`src/rtl/pwm_duty_controller_pkg.sv`:
```
`timescale 1ns/1ps
// -----------------------------------------------------------------------------
// pwm_duty_controller_pkg
// Shared definitions for the two-channel PWM duty controller:
//   - acc_state_e : state encoding of the shared threshold accumulator FSM
//   - LEVEL_W     : width of a duty level (drives a 4-bit seven-segment decoder)
//   - calc_step   : cycles per duty step (PERIOD / LEVELS)
//   - calc_cnt_w  : width of the period counter and all duty registers
//   - level_last  : highest legal level, i.e. the wrap point
//   - level_inc   : level + 1 with wrap from LEVELS-1 back to 0
// -----------------------------------------------------------------------------
package pwm_duty_controller_pkg;

  typedef enum logic [1:0] {
    ST_IDLE  = 2'd0,
    ST_LOAD  = 2'd1,
    ST_ACCUM = 2'd2,
    ST_WRITE = 2'd3
  } acc_state_e;

  localparam int LEVEL_W = 4;

  function automatic int calc_step(input int period, input int levels);
    return period / levels;
  endfunction

  function automatic int calc_cnt_w(input int period);
    return (period > 1) ? $clog2(period) : 1;
  endfunction

  function automatic logic [LEVEL_W-1:0] level_last(input int levels);
    return LEVEL_W'(levels - 1);
  endfunction

  // Anything at or beyond the last level wraps, so a corrupted level
  // recovers to 0 on the next press instead of running off the end.
  function automatic logic [LEVEL_W-1:0] level_inc(input logic [LEVEL_W-1:0] level,
                                                   input int levels);
    logic [LEVEL_W-1:0] result;
    if (level >= level_last(levels)) begin
      result = '0;
    end else begin
      result = level + LEVEL_W'(1);
    end
    return result;
  endfunction

endpackage

```
`src/rtl/pwm_duty_controller_button_conditioner.sv`:
```
`timescale 1ns/1ps
// -----------------------------------------------------------------------------
// button_conditioner
// Turns one raw, asynchronous push button into a one-cycle press pulse.
//   clk_i    : system clock
//   rst_i    : asynchronous active-high reset
//   btn_i    : raw button level, asynchronous to clk_i
//   press_o  : one-cycle pulse on each accepted rising edge
// Path: 2-FF synchroniser -> debounce counter -> rising-edge detect.
// The debounced state flips only after DEBOUNCE consecutive cycles in which
// the synchronised input differs from it; any agreeing cycle restarts the count.
// -----------------------------------------------------------------------------
module button_conditioner #(
  parameter int DEBOUNCE = 250_000
) (
  input  logic clk_i,
  input  logic rst_i,
  input  logic btn_i,
  output logic press_o
);

  localparam int DB_W = (DEBOUNCE > 1) ? $clog2(DEBOUNCE) : 1;
  localparam logic [DB_W-1:0] DB_LAST = DB_W'(DEBOUNCE - 1);

  logic            sync1_q;
  logic            sync2_q;
  logic            stable_q;
  logic            stable_d;
  logic            stable_prev_q;
  logic [DB_W-1:0] db_cnt_q;
  logic [DB_W-1:0] db_cnt_d;

  // Synchroniser, debounce state and edge-detect history.
  always_ff @(posedge clk_i or posedge rst_i) begin
    if (rst_i) begin
      sync1_q       <= 1'b0;
      sync2_q       <= 1'b0;
      stable_q      <= 1'b0;
      stable_prev_q <= 1'b0;
      db_cnt_q      <= '0;
    end else begin
      sync1_q       <= btn_i;
      sync2_q       <= sync1_q;
      stable_q      <= stable_d;
      stable_prev_q <= stable_q;
      db_cnt_q      <= db_cnt_d;
    end
  end

  // Debounce: count the run of differing cycles, accept on the last one.
  always_comb begin
    stable_d = stable_q;
    db_cnt_d = db_cnt_q;
    if (sync2_q != stable_q) begin
      if (db_cnt_q == DB_LAST) begin
        stable_d = sync2_q;
        db_cnt_d = '0;
      end else begin
        db_cnt_d = db_cnt_q + DB_W'(1);
      end
    end else begin
      db_cnt_d = '0;
    end
  end

  assign press_o = stable_q & ~stable_prev_q;

endmodule

```
`src/rtl/pwm_duty_controller.sv`:
```
`timescale 1ns/1ps
// -----------------------------------------------------------------------------
// pwm_duty_controller
// Two-channel PWM duty controller.
//   clk      : system clock
//   rst      : asynchronous active-high reset
//   btn[1:0] : raw push buttons, bit i advances channel i's level
//   pwm_out  : registered PWM outputs, high while cnt < active threshold
//   level0/1 : current 4-bit duty levels for the seven-segment decoders
//   busy     : high while the threshold accumulator is not idle
// Each press advances a channel's level 0..LEVELS-1 (wrapping) and marks the
// channel pending. A single shared accumulator, granted round-robin, turns
// the level into a threshold (level * STEP) by repeated addition and writes
// it to the channel's shadow register. Shadows move to the active registers
// only at a period wrap so a PWM period is never cut short.
// -----------------------------------------------------------------------------
module pwm_duty_controller
  import pwm_duty_controller_pkg::*;
#(
  parameter int PERIOD   = 2_000_000,
  parameter int LEVELS   = 10,
  parameter int DEBOUNCE = 250_000
) (
  input  logic               clk,
  input  logic               rst,
  input  logic [1:0]         btn,
  output logic [1:0]         pwm_out,
  output logic [LEVEL_W-1:0] level0,
  output logic [LEVEL_W-1:0] level1,
  output logic               busy
);

  localparam int STEP  = calc_step(PERIOD, LEVELS);
  localparam int CNT_W = calc_cnt_w(PERIOD);
  localparam logic [CNT_W-1:0] STEP_C      = CNT_W'(STEP);
  localparam logic [CNT_W-1:0] PERIOD_LAST = CNT_W'(PERIOD - 1);

  logic [1:0]                    press_s;
  logic [1:0][LEVEL_W-1:0]       level_q;
  logic [1:0][LEVEL_W-1:0]       level_d;
  logic [1:0]                    pending_q;
  logic [1:0]                    pending_d;
  acc_state_e                    state_q;
  acc_state_e                    state_d;
  logic                          grant_q;
  logic                          grant_d;
  logic                          last_grant_q;
  logic                          last_grant_d;
  logic [CNT_W-1:0]              acc_q;
  logic [CNT_W-1:0]              acc_d;
  logic [LEVEL_W-1:0]            rem_q;
  logic [LEVEL_W-1:0]            rem_d;
  logic [1:0][CNT_W-1:0]         shadow_q;
  logic [1:0][CNT_W-1:0]         shadow_d;
  logic [1:0][CNT_W-1:0]         active_q;
  logic [CNT_W-1:0]              cnt_q;
  logic                          wrap_s;
  logic [1:0]                    pwm_q;

  genvar gi;
  generate
    for (gi = 0; gi < 2; gi++) begin : g_btn
      button_conditioner #(
        .DEBOUNCE (DEBOUNCE)
      ) u_cond (
        .clk_i   (clk),
        .rst_i   (rst),
        .btn_i   (btn[gi]),
        .press_o (press_s[gi])
      );
    end
  endgenerate

  // Level advance on each accepted press.
  always_comb begin
    level_d = level_q;
    for (int i = 0; i < 2; i++) begin
      if (press_s[i]) begin
        level_d[i] = level_inc(level_q[i], LEVELS);
      end else begin
        level_d[i] = level_q[i];
      end
    end
  end

  // Accumulator FSM: arbitration, repeated addition and shadow write.
  always_comb begin
    state_d      = state_q;
    grant_d      = grant_q;
    last_grant_d = last_grant_q;
    acc_d        = acc_q;
    rem_d        = rem_q;
    shadow_d     = shadow_q;
    pending_d    = pending_q;
    case (state_q)
      ST_IDLE: begin
        if (pending_q != 2'b00) begin
          // Both waiting: alternate away from the channel served last.
          if (pending_q == 2'b11) begin
            grant_d = ~last_grant_q;
          end else begin
            grant_d = pending_q[1];
          end
          state_d = ST_LOAD;
        end else begin
          state_d = ST_IDLE;
        end
      end
      ST_LOAD: begin
        acc_d              = '0;
        rem_d              = level_q[grant_q];
        pending_d[grant_q] = 1'b0;
        state_d            = ST_ACCUM;
      end
      ST_ACCUM: begin
        if (rem_q != '0) begin
          acc_d = acc_q + STEP_C;
          rem_d = rem_q - LEVEL_W'(1);
        end else begin
          state_d = ST_WRITE;
        end
      end
      ST_WRITE: begin
        shadow_d[grant_q] = acc_q;
        last_grant_d      = grant_q;
        state_d           = ST_IDLE;
      end
      default: begin
        state_d = ST_IDLE;
      end
    endcase
    // A press arriving while its channel is being loaded must not be lost.
    pending_d = pending_d | press_s;
  end

  // Levels, pending flags, FSM and accumulator registers.
  always_ff @(posedge clk or posedge rst) begin
    if (rst) begin
      level_q      <= '0;
      pending_q    <= 2'b00;
      state_q      <= ST_IDLE;
      grant_q      <= 1'b0;
      last_grant_q <= 1'b1;
      acc_q        <= '0;
      rem_q        <= '0;
      shadow_q     <= '0;
    end else begin
      level_q      <= level_d;
      pending_q    <= pending_d;
      state_q      <= state_d;
      grant_q      <= grant_d;
      last_grant_q <= last_grant_d;
      acc_q        <= acc_d;
      rem_q        <= rem_d;
      shadow_q     <= shadow_d;
    end
  end

  assign wrap_s = (cnt_q == PERIOD_LAST);

  // Period counter, shadow-to-active transfer at wrap, PWM compare.
  always_ff @(posedge clk or posedge rst) begin
    if (rst) begin
      cnt_q    <= '0;
      active_q <= '0;
      pwm_q    <= 2'b00;
    end else begin
      if (wrap_s) begin
        cnt_q    <= '0;
        active_q <= shadow_q;
      end else begin
        cnt_q    <= cnt_q + CNT_W'(1);
      end
      pwm_q[0] <= (cnt_q < active_q[0]);
      pwm_q[1] <= (cnt_q < active_q[1]);
    end
  end

  assign pwm_out = pwm_q;
  assign level0  = level_q[0];
  assign level1  = level_q[1];
  assign busy    = (state_q != ST_IDLE);

endmodule

```
`config.mk`:
```
export PLATFORM = sky130hd
export DESIGN_NAME = pwm_duty_controller
export DESIGN_NICKNAME = d
export VERILOG_FILES = /design/src/rtl/pwm_duty_controller_pkg.sv /design/src/rtl/pwm_duty_controller_button_conditioner.sv /design/src/rtl/pwm_duty_controller.sv
export SDC_FILE = /design/constraint.sdc
export NUM_CORES = 1
export LEC_CHECK = 0
export CORE_UTILIZATION = 45
export CTS_BUF_LIST = sky130_fd_sc_hd__clkbuf_16
export DETAILED_ROUTE_END_ITERATION = 10
export PLACE_DENSITY = 0.57
export SLEW_MARGIN = 40
export SYNTH_ARGS = -nofsm -noshare
export SYNTH_HDL_FRONTEND = slang
export SYNTH_SLANG_ARGS = --single-unit
```
`constraint.sdc`:
```
create_clock -name clk -period 8.6 [get_ports clk]
set_clock_uncertainty 0.2 [all_clocks]
set_input_delay 1.72 -clock clk [delete_from_list [all_inputs] [get_ports clk]]
set_output_delay 1.72 -clock clk [all_outputs]
set_load 0.005 [all_outputs]
```
; ---- After elaboration in Yosys (flattened, before gate mapping)
; Cells that the tools add are included.
[word_totals]
ff_bits = 190
in_bits = 4
out_inout_bits = 11
[op_classes]
add_sub_neg = 7
magnitude_cmp = 6
eq_ne = 11
muxes = 23
n_bitwise = 8
reduce_logical = 10
[ops]
columns = op, n
row1 = $mux W18, 4
row2 = $mux W21, 3
row3 = $bwmux W42, 1
row4 = $lt A21 B21 Y1, 2
row5 = $pmux W21 S2, 1
row6 = $add A18 B1 Y18 const B, 2
row7 = $eq A18 B18 Y1 const B, 2
row8 = $add A21 B1 Y21 const B, 1
row9 = $add A21 B18 Y21 const B, 1
row10 = $demux W21 S1, 1
row11 = $eq A21 B21 Y1 const B, 1
row12 = $mux W4, 5
row13 = $add A4 B1 Y4 const B, 2
row14 = $ge A4 B4 Y1 const B, 2
row15 = $pmux W2 S4, 1
row16 = $pmux W4 S2, 1
row17 = $reduce_and A2 Y1, 4
row18 = $eq A2 B2 Y1 const B, 3
row19 = $reduce_bool A2 Y1, 3
row20 = $mux W2, 2
row21 = $ne A2 B2 Y1 const B, 2
row22 = $reduce_bool A4 Y1, 1
row23 = $sub A4 B1 Y4 const B, 1
row24 = $mux W1, 3
row25 = 12 further kinds, 16

; ---- Depth between registers and ports, before layout
; Gate-level depths: netlist (run 1).
[depth]
ltp_word = 8
mapped_depth = 7
depth_no_buf = 6

; ---- By module
; Synthesis (run 1) repeated with hierarchy kept, for this count alone.
[unflattened]
hier_cells = 742
hier_area_um2 = 8051.5
[by_module_without_submodules]
columns = mod, instances, cells_each, area_each_um2, seq_area_each_um2
row1 = pwm_duty_controller, 1, 530, 5876.9, 2904.0
row2 = button_conditioner, 2, 106, 1087.3, 550.5

; ---- Worst setup path before layout (run 1)
; OpenSTA, ideal clock, no wires.
[synth_path]
path_kind = register to output
start = register state_q[0]
end = output port busy
arrival_ns = 0.709
slack_ns = 5.971
path_stages_with_launch = 4
path_buffers = 0
path_cell_list = dfrtp_1 inv_1 ha_1 inv_1
[synth_between]
elab_chain_len = 1
[synth_lines]
columns = item, line
row1 = from (decl), pwm_duty_controller.sv:43  ; acc_state_e state_q;
row2 = from (signal assigned), pwm_duty_controller.sv:150  ; state_q <= state_d;
row3 = $reduce_bool A2 Y1, pwm_duty_controller.sv:182  ; assign busy = (state_q != ST_IDLE);
row4 = to (decl), pwm_duty_controller.sv:30  ; output logic busy
; No other way between the ends.

; ---- Worst setup path after layout (run 1)
; Same ends and word-level chain as after synthesis.

==> impl_metrics.csv, run 1 <==
group,metric,value,unit
drt,drtIter0Drc,193,
global_route,antenna_found_initial,0,
yosys,synth_area_leaders,"dfrtp_1 (51%), mux2_2 (8.7%), ha_1 (7.4%), xnor2_1 (2.8%), nor2_1 (2.8%)",
worst_setup_path,crit_arrival,1.70,ns
floorplan,rows,47,
placed_design,dp_slack,4.89,ns
clocking,insertion_delay,0.42,ns
placed_design,io_buffers,14,
sta,fin_hold_ws,0.161,ns
yosys,synth_nets,758,
power_and_ir_drop,peakVddDrop,171,uV
power_and_ir_drop,internal_power,1.25,mW
yosys,post-synth-top-area-cell,"dfrtp_1",
floorplan,fp.dieH,134,um
drt,drt-total-wl,14800,um
power_and_ir_drop,p_clk_share,50.1,%
sta,min_period,3.62,ns
sta,rsz0062_at_grt,"no",
placed_design,place_congestion,0.775,
clocking,cts.sinks,160,
yosys,ys_seq_elements,160,
yosys,syn_area_per_cell,11.0,sq um
final_layout,final_nets,779,
final_layout,areaGrowthSynthToFinish,13.0,%
floorplan,ios,15,
yosys,synth_cell_types,51,
yosys,ys.flop_type,"dfrtp_1",
yosys,yosysMostFrequentCell,"dfrtp_1",
final_layout,drive_above_1_share,14.3,%
drt,antenna_left,0,
global_route,grt_use_total,18.4,%
drt,routedWlPerCell,15.4,um
clocking,cts_htree_levels,4,
global_route,grt_max_degree,82,
floorplan,core,16800,sq um
power_and_ir_drop,powerDensity,178,nW/um^2
global_route,grt-ovfl-total,0,
clocking,clockBufferDepth,2,
min_path,hold_class,"register to register",
sta,finalHoldViolations,0,
yosys,synthArstFlopShare,100,%
sta,setup_viol,0,
yosys,synth_edf_count,0,
drt,drtPass1Iterations,4,
drt,vias_per_cell,5.41,
floorplan,die_width,134,um
outcome,outcome,"complete, no violations",
clocking,cts_made_buffers,17,
floorplan,die_area,17900,sq um
drt,drc_errors,0,
yosys,synth_warnings,0,
final_layout,instances_no_fill,962,
power_and_ir_drop,sw_frac_of_total,20.7,%
final_layout,design_area,8810,sq um
worst_setup_path,cp.required,6.68,ns
global_route,grt_first_pass_wirelength,26300,um
power_and_ir_drop,power_frac_comb,1.6,%
sta,maxSlewHeadroom,50.8,%
worst_setup_path,criticalPathCategory,"register to primary output",
sta,min_period_over_period,42.0,%
clocking,postCtsHoldBufs,0,
clocking,root_buffer,"clkbuf_16",
clocking,cts.clk_slew.worst_paths,0.06,ns
clocking,cts_setup_buffers,0,
yosys,seq_area_frac_synth,51.3,%
power_and_ir_drop,p_leak,4.05,nW
placed_design,dpl.cell_count,930,
floorplan,start_util,46.6,%
sta,drv_slew,0,
power_and_ir_drop,power_frac_seq,48.3,%
power_and_ir_drop,power.total,1.57,mW
worst_setup_path,cp_max_fo,4,
placed_design,post-dp-hpwl,10300,um
drt,vias,5205,
yosys,synth.top_cell.area_share,51.0,%
yosys,synthCells,708,
yosys,syn_area,7800,sq um
power_and_ir_drop,switchingPower,0.325,mW
worst_setup_path,cp-start-kind,"register",
sta,setup_ws,4.98,ns
clocking,post_cts_resized,0,
placed_design,placed_area,8190,sq um
sta,worst_pin_slew,0.731,ns
final_layout,final_util,52.6,%
clocking,cts_tree,"yes",
yosys,synth_commonest_cells,"dfrtp_1 (159), mux2_2 (60), nor2_1 (58)",
flow_run,drv_cap,0,
global_route,grt_pass1_vias,5465,
sta,tns,0,ns
sta,fmax,0.277,GHz
final_layout,diodes,0,
worst_setup_path,endpoint_kind,"primary output",
[layer usage]
layer / vias up / routed length (um) / track usage (%)
li1: 2551 / - / -
met1: 2590 / 7100 / 23.9
met2: 50 / 7120 / 30.2
met3: 14 / 376 / 4.68
met4: 0 / 203 / 5.87
met5: - / 0 / 0
[final cells by class]
cell class | count | area, sq um
Fill cell | 1512 | 7950
Sequential cell | 160 | 4010
Multi-Input combinational cell | 480 | 3540
Clock buffer | 17 | 425
Tap cell | 220 | 275
Inverter | 52 | 200
Clock inverter | 15 | 193
Timing Repair Buffer | 18 | 178
[registers in the layout (all words and copies together), names as in the netlist]
register                    cells
g_btn.u_cond.sync1_q            2
state_q                         2
active_q                       30
level0                          4
cnt_q                          21
g_btn.u_cond.db_cnt_q          36
pending_q                       2
grant_q                         1
level1                          4
shadow_q                       30
last_grant_q                    1
rem_q                           4
g_btn.u_cond.stable_prev_q      2
g_btn.u_cond.sync2_q            2
pwm_out                         2
acc_q                          15
g_btn.u_cond.stable_q           2
[kinds of logic (layout without fill, tap and decap cells)]
| logic type | Yosys count | count (layout) | share of synthesized area (%) |
|---|---|---|---|
| compound gates | 102 | 102 | 8.50 |
| fa+ha+maj | 46 | 46 | 7.38 |
| mux | 73 | 73 | 10.3 |
| simple gates | 216 | 216 | 14.2 |
| buf+inv | 68 | 102 | 3.40 |
| flops | 160 | 160 | 51.3 |
| xor+xnor | 43 | 43 | 4.83 |
[layout by cell type (no fill, tap or decap), types with 3 or more instances in the layout]
master / synthesis / routed
a21oi_1: 30 / 30
clkinv_4: 0 / 4
mux2_2: 60 / 60
nor3_1: 10 / 10
nor2b_1: 5 / 5
a21o_1: 6 / 6
nand2b_1: 9 / 8
nor4b_1: 5 / 5
and2_1: 3 / 3
mux2i_1: 13 / 13
and4_1: 7 / 7
o31ai_1: 8 / 8
o21ai_0: 28 / 28
xor2_1: 18 / 18
dfrtp_1: 159 / 159
or3_1: 7 / 7
clkdlybuf4s50_1: 0 / 14
bufinv_16: 0 / 4
nand2_1: 44 / 44
o22ai_1: 3 / 3
clkinv_2: 0 / 3
nor4_1: 9 / 9
nand3_1: 21 / 21
xnor2_1: 25 / 25
clkbuf_16: 0 / 17
nand4_1: 19 / 19
inv_1: 52 / 52
nor2_1: 58 / 57
or4_1: 8 / 8
ha_1: 46 / 46
a211oi_1: 4 / 4
and3_1: 3 / 3
o211ai_1: 5 / 5
[path summary, 6_finish.rpt]
| check | start | to | slack (ns) | cells after the start |
|---|---|---|---|---|
| max | state_q[0]$_DFFE_PP0P_ | busy | 4.98 | 4 |
| min | g_btn[0].u_cond.sync1_q$_DFF_PP0_ | g_btn[0].u_cond.sync2_q$_DFF_PP0_ | 0.16 | 0 |
| max reg2reg | cnt_q[0]$_DFF_PP0_ | active_q[18]$_DFFE_PP0N_ | 5.81 | 6 |
| min reg2reg | g_btn[0].u_cond.sync1_q$_DFF_PP0_ | g_btn[0].u_cond.sync2_q$_DFF_PP0_ | 0.16 | 0 |
| max in group asynchronous | rst | pwm_out[0]$_DFF_PP0_ | 5.45 | 3 |
| min in group asynchronous | rst | level1[3]$_DFFE_PP0P_ | 1.57 | 2 |
[power groups by stage]
stage               registers [mW]  logic, mW  clock network [mW]
detailed placement           0.773     0.0268                   0
floorplan                    0.772     0.0180                   0
finish                       0.759     0.0252               0.787
global route                 0.759     0.0303               0.840
global placement             0.772     0.0253                   0
CTS                          0.759     0.0270               0.806
[worst max-delay path, stage by stage, from the launching register on]
cell and delay [ns]:
dfrtp_1 0.37, inv_1 0.09, ha_1 0.24, inv_1 0.07, clkdlybuf4s50_1 0.50
Note: power is estimated with default switching activity, not from simulation.
==> run 2: changes to the inputs <==
Clock period 8.6 ns to 3.5 ns, I/O delays scaled along.
==> impl_metrics.csv, run 2 (synthesized netlist as in run 1, its figures left out) <==
group,metric,value,unit
drt,vias_per_cell,5.39,
sta,setup_viol,0,
drt,drt-total-wl,14700,um
floorplan,die_width,134,um
final_layout,final_cell_mix,"dfrtp_1 (159), mux2_2 (60), nor2_1 (57), inv_1 (55), ha_1 (46)",
sta,worst_pin_slew,0.772,ns
worst_setup_path,reg2reg_to,"active_q[38]$_DFFE_PP0N_",
power_and_ir_drop,p_leak,4.11,nW
drt,drtIter0Drc,187,
clocking,cts.clk_slew.worst_paths,0.06,ns
worst_setup_path,cp-start-kind,"register",
sta,setup_ws,0.907,ns
drt,vias,5197,
clocking,cts_made_buffers,17,
worst_setup_path,critPathLaunch,"state_q[0]$_DFFE_PP0P_",
sta,drv_slew,0,
final_layout,final_util,53.1,%
worst_setup_path,cp_max_fo,4,
worst_setup_path,r2r_cells,6,
worst_setup_path,slowest_delay,0.50,ns
drt,drc_errors,0,
clocking,cts_htree_levels,4,
global_route,grt-ovfl-total,0,
floorplan,rows,47,
floorplan,die_area,17900,sq um
worst_setup_path,reg2reg_from,"cnt_q[0]$_DFF_PP0_",
global_route,antenna_found_initial,0,
sta,maxSlewHeadroom,48.5,%
flow_run,drv_cap,0,
sta,min_period,2.59,ns
sta,rsz0062_at_grt,"no",
clocking,insertion_delay,0.42,ns
sta,min_period_over_period,74.1,%
clocking,root_buffer,"clkbuf_16",
worst_setup_path,cp.required,2.60,ns
final_layout,mostFrequentLayoutCell,"dfrtp_1",
final_layout,diodes,0,
worst_setup_path,path_cells,"inv_1 > ha_1 > inv_1 > clkdlybuf4s50_1",
final_layout,final_nets,782,
worst_setup_path,crit_slowest_cell,"clkdlybuf4s50_1",
power_and_ir_drop,powerDensity,446,nW/um^2
final_layout,areaGrowthSynthToFinish,14.1,%
worst_setup_path,cp.depth,4,
min_path,hold_class,"register to register",
drt,routedWlPerCell,15.3,um
global_route,grt_use_total,18.1,%
worst_setup_path,endpoint_kind,"primary output",
sta,tns,0,ns
floorplan,core,16800,sq um
worst_setup_path,cpMostUsedCell,"inv_1",
final_layout,drive_above_1_share,14.2,%
worst_setup_path,crit_arrival,1.69,ns
sta,fmax,0.386,GHz
final_layout,filler_cell_count,1489,
worst_setup_path,regToRegSetupSlack,0.97,ns
placed_design,dp_slack,0.953,ns
placed_design,post-dp-hpwl,10500,um
global_route,grt_first_pass_wirelength,25900,um
global_route,grt_pass1_vias,5329,
clocking,clockBufferDepth,2,
worst_setup_path,cp.buffers_inverters,3,
floorplan,ios,15,
clocking,postCtsHoldBufs,0,
floorplan,fp.dieH,134,um
final_layout,top_regs,"g_btn.u_cond.db_cnt_q x36, active_q x30, shadow_q x30",
worst_setup_path,criticalPathCategory,"register to primary output",
final_layout,top_register,"g_btn.u_cond.db_cnt_q",
clocking,cts_tree,"yes",
sta,finalHoldViolations,0,
worst_setup_path,cp-endpoint,"busy",
clocking,cts.sinks,160,
outcome,outcome,"complete, no violations",
worst_setup_path,cp_top_family,"buffers and inverters",
placed_design,io_buffers,14,
power_and_ir_drop,peakVddDrop,328,uV
drt,antenna_left,0,
drt,drtPass1Iterations,4,
clocking,cts_setup_buffers,0,
final_layout,largest_reg_flops,36,
floorplan,start_util,46.6,%
clocking,post_cts_resized,0,
global_route,grt_max_degree,67,
placed_design,place_congestion,0.872,
-- run 2: cell count changes in the layout (fill, tap and decap cells not counted) --
cell        delta
buf_12         +2
buf_4          +2
buf_6          -1
bufinv_16      +2
clkinv_1       -1
clkinv_2       -1
clkinv_4       -3
clkinvlp_4     +1
inv_1          +3
inv_6          -1
nand2b_1       +1
nand2b_2       -1
o41ai_2        -1
o41ai_4        +1
-- run 2: stage by stage --
stage	hold WS, ns	area (sq um)	instances	total power, mW
after global routing	0.172	8900	965	4.11
final	0.155	8900	965	3.97
after floorplan	0.131	7810	708	1.94
after detailed placement	0.142	8240	933	1.97
after CTS	0.155	8890	965	4.02
after global placement	0.137	8220	932	1.97
-- run 2: area by class of cell --
type | count | area (sq um) | share of cell area, %
inverters | 52 | 199 | 2.24
clock inverters | 15 | 229 | 2.57
clock buffers | 17 | 425 | 4.78
repair buffers | 21 | 221 | 2.49
multi-input cells | 480 | 3550 | 39.8
well taps | 220 | 275 | 3.09
flip-flops and latches | 160 | 4010 | 45.0
-- run 2: report_power, final --
part	switching, mW	internal [mW]	leakage [nW]
Sequential	0.00690	1.86	2.20
Clock	0.715	1.32	0.328
Combinational	0.0493	0.0189	1.58
-- run 2: how the worst min path moves through the flow --
stage / start / end / slack (ns) / cells past startpoint
3_3_place_gp: g_btn[1].u_cond.sync1_q$_DFF_PP0_ / g_btn[1].u_cond.sync2_q$_DFF_PP0_ / 0.14 / 0
5_1_grt: g_btn[0].u_cond.sync1_q$_DFF_PP0_ / g_btn[0].u_cond.sync2_q$_DFF_PP0_ / 0.17 / 0
3_5_place_dp: g_btn[1].u_cond.sync1_q$_DFF_PP0_ / g_btn[1].u_cond.sync2_q$_DFF_PP0_ / 0.14 / 0
6_report: g_btn[1].u_cond.sync1_q$_DFF_PP0_ / g_btn[1].u_cond.sync2_q$_DFF_PP0_ / 0.15 / 0
4_1_cts: g_btn[1].u_cond.sync1_q$_DFF_PP0_ / g_btn[1].u_cond.sync2_q$_DFF_PP0_ / 0.16 / 0
2_1_floorplan: g_btn[0].u_cond.sync1_q$_DFF_PP0_ / g_btn[0].u_cond.sync2_q$_DFF_PP0_ / 0.13 / 0
-- run 2: routing by layer --
metal | share of wire [%] | vias to the layer above | global-route usage [%]
met1 | 48 | 2565 | 23.9
met3 | 2.4 | 18 | 4.19
met2 | 48 | 54 | 29.7
met4 | 1.4 | 0 | 5.68
li1 | - | 2560 | -
met5 | 0 | - | 0
-- run 2: worst reg2reg max path, stage by stage, from the launching register on --
cell     delay (ns)
dfrtp_1        0.39
ha_1           0.21
and4_1         0.30
nand3_1        0.18
nor2_2         0.30
buf_4          0.43
mux2_2         0.41
